[config.mk]
export PLATFORM = sky130hd
export DESIGN_NAME = data_mem_responder
export DESIGN_NICKNAME = d
export VERILOG_FILES = /design/src/rtl/mem_pkg.sv /design/src/rtl/mem_array.sv /design/src/rtl/data_mem_responder.sv
export SDC_FILE = /design/constraint.sdc
export NUM_CORES = 2
export LEC_CHECK = 0
export CORE_UTILIZATION = 40
export CTS_BUF_LIST = sky130_fd_sc_hd__clkbuf_8
export CTS_CLUSTER_DIAMETER = 100
export DETAILED_ROUTE_END_ITERATION = 7
export PLACE_DENSITY_LB_ADDON = 0.08
export SLEW_MARGIN = 40
export SYNTH_ARGS = -nofsm -noshare
export SYNTH_HDL_FRONTEND = slang
export SYNTH_SLANG_ARGS = --single-unit
[constraint.sdc]
create_clock -name clk -period 4.83 [get_ports clk]
set_input_delay 0.483 -clock clk [delete_from_list [all_inputs] [get_ports clk]]
set_output_delay 0.483 -clock clk [all_outputs]
set_load 0.01 [all_outputs]
[src/rtl/mem_pkg.sv]
// Shared definitions for the 8-bit core's memory path.
//   state_e : responder FSM states
//   op_e    : latched access type
//   MEM_ADDR_W / MEM_DATA_W : default widths, shared with the control unit
//                             and register file
package mem_pkg;

    localparam int MEM_ADDR_W = 8;
    localparam int MEM_DATA_W = 8;

    typedef enum logic [1:0] {
        IDLE = 2'd0,
        WAIT = 2'd1,
        DONE = 2'd2
    } state_e;

    typedef enum logic {
        OP_LOAD  = 1'b0,
        OP_STORE = 1'b1
    } op_e;

endpackage

[src/rtl/mem_array.sv]
// Single-port storage, DATA_W x 2**ADDR_W, synchronous write and read.
//   clk, rst_n : clock, async active-low reset (read register only)
//   we_i       : write wdata_i to addr_i at the edge
//   re_i       : capture array[addr_i] into rdata_o at the edge
//   rdata_o    : last captured read word, 0 after reset
// The array itself is never reset; only the read register is, so the
// load result port starts from a known value.
module mem_array #(
    parameter int ADDR_W = 8,
    parameter int DATA_W = 8
) (
    input  logic              clk,
    input  logic              rst_n,
    input  logic              we_i,
    input  logic              re_i,
    input  logic [ADDR_W-1:0] addr_i,
    input  logic [DATA_W-1:0] wdata_i,
    output logic [DATA_W-1:0] rdata_o
);

    logic [DATA_W-1:0] mem_q [2**ADDR_W];
    logic [DATA_W-1:0] rdata_q;

    always_ff @(posedge clk) begin
        if (we_i) mem_q[addr_i] <= wdata_i;
    end

    always_ff @(posedge clk or negedge rst_n) begin
        if (!rst_n)    rdata_q <= '0;
        else if (re_i) rdata_q <= mem_q[addr_i];
    end

    assign rdata_o = rdata_q;

endmodule

[src/rtl/data_mem_responder.sv]
// Memory-side responder for the CPU's mem_read / mem_write strobes.
// Latches one request, waits WAIT_CYCLES cycles, performs the access on the
// edge entering DONE, and reports completion with a one-cycle pulse.
//   clk, rst_n            : clock, async active-low reset
//   mem_read, mem_write   : request strobes, held by the CPU while stall=1
//   addr, wdata           : word address and store data
//   rdata, rdata_valid    : load result (held) and its completion pulse
//   write_ack             : store-committed pulse
//   stall                 : CPU must hold while high
//   err                   : pulse after both strobes were seen together
module data_mem_responder
    import mem_pkg::*;
#(
    parameter int ADDR_W      = MEM_ADDR_W,
    parameter int DATA_W      = MEM_DATA_W,
    parameter int WAIT_CYCLES = 2
) (
    input  logic              clk,
    input  logic              rst_n,
    input  logic              mem_read,
    input  logic              mem_write,
    input  logic [ADDR_W-1:0] addr,
    input  logic [DATA_W-1:0] wdata,
    output logic [DATA_W-1:0] rdata,
    output logic              rdata_valid,
    output logic              write_ack,
    output logic              stall,
    output logic              err
);

    localparam logic [3:0] WAIT_C = 4'(WAIT_CYCLES);

    state_e            state_q;
    op_e               op_q;
    logic [3:0]        cnt_q;
    logic [ADDR_W-1:0] addr_q;
    logic [DATA_W-1:0] wdata_q;
    logic              rdata_valid_q, write_ack_q, err_q;

    logic              req_valid, req_both, access;
    op_e               req_op, acc_op;
    logic [ADDR_W-1:0] acc_addr;
    logic [DATA_W-1:0] acc_wdata;

    assign req_valid = mem_read ^ mem_write;
    assign req_both  = mem_read & mem_write;
    assign req_op    = mem_write ? OP_STORE : OP_LOAD;

    // With zero wait states the access happens on the accepting edge, so it
    // must use the live inputs rather than the not-yet-latched copies.
    assign access = rst_n &&
                    (((state_q == IDLE) && req_valid && (WAIT_CYCLES == 0)) ||
                     ((state_q == WAIT) && (cnt_q == 4'd1)));
    assign acc_op    = (state_q == IDLE) ? req_op : op_q;
    assign acc_addr  = (state_q == IDLE) ? addr   : addr_q;
    assign acc_wdata = (state_q == IDLE) ? wdata  : wdata_q;

    // Gated by rst_n so a request held during reset never shows as a stall.
    assign stall = rst_n && (((state_q == IDLE) && req_valid) || (state_q == WAIT));

    always_ff @(posedge clk or negedge rst_n) begin
        if (!rst_n) begin
            state_q       <= IDLE;
            op_q          <= OP_LOAD;
            cnt_q         <= '0;
            addr_q        <= '0;
            wdata_q       <= '0;
            rdata_valid_q <= 1'b0;
            write_ack_q   <= 1'b0;
            err_q         <= 1'b0;
        end else begin
            rdata_valid_q <= access && (acc_op == OP_LOAD);
            write_ack_q   <= access && (acc_op == OP_STORE);
            err_q         <= (state_q == IDLE) && req_both;
            case (state_q)
                IDLE: begin
                    if (req_valid) begin
                        op_q    <= req_op;
                        addr_q  <= addr;
                        wdata_q <= wdata;
                        cnt_q   <= WAIT_C;
                        state_q <= (WAIT_CYCLES == 0) ? DONE : WAIT;
                    end
                end
                WAIT: begin
                    cnt_q <= cnt_q - 4'd1;
                    if (cnt_q == 4'd1) state_q <= DONE;
                end
                // CPU advances on this edge; a still-present request is stale.
                DONE:    state_q <= IDLE;
                default: state_q <= IDLE;
            endcase
        end
    end

    mem_array #(
        .ADDR_W (ADDR_W),
        .DATA_W (DATA_W)
    ) u_mem (
        .clk     (clk),
        .rst_n   (rst_n),
        .we_i    (access && (acc_op == OP_STORE)),
        .re_i    (access && (acc_op == OP_LOAD)),
        .addr_i  (acc_addr),
        .wdata_i (acc_wdata),
        .rdata_o (rdata)
    );

    assign rdata_valid = rdata_valid_q;
    assign write_ack   = write_ack_q;
    assign err         = err_q;

endmodule
==> results by group <==
Die
  • Row count: between 150 and 200
  • # IOs: 32
  • DIE AREA: slightly below 0.2 mm²
  • Core ar.: approximately 0.19 mm²
  • Die Span X: roughly 440 µm
  • Die H: 442 µm
  • Initial Util: 40.3%

Power and ir drop
  • Leak: around 0.029 µW
  • VDD IR max: ~0.00046 V
  • Pwr dens: approximately 670 mW/mm²
  • Total power draw: about 61000 µW

Yosys
  • Top-area cell type share of the netlist area: ~79%
  • Net Count, Synth: 4375
  • Synthesized cell area: ~0.078 mm²
  • Ys flop type: edfxtp_1
  • Netlist cell types: 56
  • Most common cell in the synthesized netlist: edfxtp_1
  • Register area share after synthesis: around four fifths
  • Ys Warns: 0
  • Most instantiated cells after synthesis: edfxtp_1, a22oi_1, a221oi_1, a221o_1, nor2_1
  • Yosys top cell by area: edfxtp_1
  • Syn Inst Count: ~4.4k
  • Avg Cell Area, Syn: approximately 18 µm²
  • Synth top area cells: edfxtp_1, a22oi_1, a221o_1
  • EDFF count, synth: a little over 2k
  • Flop and latch count out of synthesis: roughly 2.1k
  • Asr flop ratio synth: ~1.6%

Hold path
  • Worst Hold Path Cells: 2
  • HP Start: wdata[1]
  • Min-Delay Path Class: input pin to flip-flop
  • Hold EP: wdata_q[1]$_DFFE_PN0P_

Clock tree
  • CTS tree: built
  • H-Tree Depth: 5
  • TritonCTS Sinks: about 2.1k
  • Clk buf depth: 4
  • Reg clk slew, reported paths: roughly 0.06 ns
  • Clock Tree Root: clkbuf_8
  • Postcts setup bufs: 0
  • Clk_lat worst skew: about 1.1 ns
  • Num CTS Buffers: 366

Timing
  • WHS: 0.130 ns
  • RSZ-0062 raised after global routing: false
  • Fin. max-slew vios: 0
  • F_max: 210 MHz
  • Final worst slack: 0.0615 ns
  • Worst-margin pin slew: 0.878 ns
  • Clock period minus worst slack: around 4.8 ns
  • Final hold violation count: 0
  • Final setup vio count: 0
  • Tcrit/Tclk final: between 90 and 100%
  • Relative slew margins: between 40% and 50%
  • Clk_skew: approximately 0.063 ns

Worst setup path
  • Crit-path slowest cell: o21ai_0
  • Worst R2R End: u_mem.rdata_o[1]$_DFFE_PN0P_
  • Crit path cell chain: nor2_4 > mux2i_4 > nand2_4 > buf_4 > a221o_1 > a221oi_1 > nor4_1 > buf_4 > o21ai_0 > o21ai_0 > buf_4 > o32a_1
  • Worst EP arrival: 5.70 ns
  • Crit end category: flip-flop
  • R2r setup slk: about 0.06 ns
  • Critical path type: flip-flop to flip-flop
  • Critical Path RT: approximately 5.8 ns
  • CP startpoint kind: flip-flop
  • Worst r2r src: state_q[1]$_DFFE_PN0P_
  • R2r worst-path depth: 12
  • Most frequent cell on the critical path: buf_4
  • Max stage delay on crit path: 0.67 ns
  • Maximum net fanout on the critical path: 23

Drt
  • Per-cell routed wire length: 32.4 µm
  • Initial drt markers: around 5.2k
  • Drt total wl: 250 mm
  • Via/cell ratio: 6.01
  • Via Count: around 46k
  • First-pass iteration count of the detailed router: 6
  • Final antenna-violating net count: 0
  • # DRC: 0

Global route
  • Total global-route track usage: between 20% and 30%
  • Number of global-route vias before repair: about 45k
  • Initial antenna violation count: 12
  • First-pass GRT wire length: around 350 mm
  • Largest net degree at the start of global routing: 110
  • Gr ovfl total: 0

Final layout
  • Share of layout cells above drive strength 1: 19.7%
  • Nets@finish: approximately 4.9k
  • P&R area growth vs syn: 17.4%
  • Util after Layout: a little under half
  • Final cell count without fillers: about 7.7k

Run
  • Max cap viols: 0

Place
  • Placed insts: roughly 7.1k
  • Pre-CTS setup slack: approximately 0.14 ns
  • Final GP Congestion: ~0.80
  • Final HPWL DP: 153 mm
  • PortBufs: 31

Status
  • Status: finished clean
-- worst max path at each step --
stage	startpoint	slack, ns	to
after detailed placement	addr[0]	0.14	u_mem.rdata_o[6]$_DFFE_PN0P_
after global placement	addr[0]	-0.23	u_mem.rdata_o[0]$_DFFE_PN0P_
after global routing	state_q[0]$_DFFE_PN0P_	0.02	u_mem.rdata_o[6]$_DFFE_PN0P_
after floorplan	state_q[0]$_DFFE_PN0P_	0.67	u_mem.mem_q[0][0]$_DFFE_PP_
after CTS	state_q[1]$_DFFE_PN0P_	0.18	u_mem.rdata_o[6]$_DFFE_PN0P_
final	state_q[1]$_DFFE_PN0P_	0.06	u_mem.rdata_o[1]$_DFFE_PN0P_
-- layout by cell type (no fill, tap or decap), drive strengths merged, types with 7 or more instances in the layout --
| cell type | synthesis | final |
|---|---|---|
| o41ai | 15 | 15 |
| nand2 | 101 | 101 |
| o21ai | 21 | 21 |
| and3 | 17 | 17 |
| dfrtp | 34 | 34 |
| nor2 | 282 | 282 |
| edfxtp | 2048 | 2048 |
| inv | 5 | 135 |
| a221o | 291 | 291 |
| mux2i | 7 | 7 |
| mux2 | 29 | 29 |
| a311oi | 35 | 35 |
| a22oi | 422 | 422 |
| nand2b | 7 | 7 |
| a22o | 12 | 12 |
| a31oi | 14 | 14 |
| o22ai | 9 | 9 |
| nand3 | 189 | 189 |
| o21a | 8 | 8 |
| a221oi | 305 | 305 |
| clkbuf | 166 | 381 |
| buf | 170 | 504 |
| clkdlybuf4s50 | 0 | 30 |
| nor4 | 87 | 87 |
| a21oi | 26 | 26 |
| clkinv | 0 | 103 |
-- where the power goes --
part / internal (µW) / switching (µW)
clock network: 7480 / 7050
logic: 6920 / 16500
registers: 23200 / 218
-- logic make-up (layout without fill, tap and decap cells) --
group	count (synthesis)	in the layout	synth area share (%)
other cells	0	4	0
fa+ha+maj	3	3	0.0484
flops	2082	2082	80.4
simple gates	702	702	4.15
compound gates	1188	1188	12.9
mux	36	36	0.549
buf+inv	341	1163	1.92
-- per-stage QoR --
stage	setup TNS, ns	cell area [µm²]
final	0	91000
after global placement	-0.667	84400
after floorplan	0	77500
after global routing	0	91000
after detailed placement	0	84600
after CTS	0	90900
-- final cells by class --
class | instances | area (µm²)
inverters | 5 | 18.8
clock buffers | 381 | 5240
well taps | 2526 | 3160
flip-flops and latches | 2082 | 62300
multi-input cells | 1929 | 14100
fillers | 16400 | 102000
repair buffers | 535 | 5020
clock inverters | 242 | 1080
diodes | 4 | 10.0
-- routing by layer --
metal | vias up | share of wire (%) | track usage [%]
met1 | 24400 | 44 | 36.6
li1 | 19700 | - | -
met2 | 1902 | 47 | 39.3
met5 | - | 0 | 0
met4 | 0 | 2.0 | 6.02
met3 | 332 | 6.8 | 4.05
-- critical path, delay by kind of cell (launching register included) --
family                 cells  cell delay (ns)
and+or+nand+nor            3             1.01
muxes                      1             0.55
DFF                        1             0.47
buffers and inverters      3             0.75
AOI/OAI and AO/OA          5             1.82
-- state kept, by name (all words and copies together), names as in the netlist --
signal	flops
u_mem.rdata_o	8
state_q	2
addr_q	8
err	1
cnt_q	4
u_mem.mem_q	2048
write_ack	1
op_q	1
wdata_q	8
rdata_valid	1
-- what timing repair did --
action,4_1_cts,5_1_grt
hold buffers,1,0
endpoints found under the hold margin,35,0
gates resized for setup,0,0
Note: power is estimated with default switching activity, not from simulation.
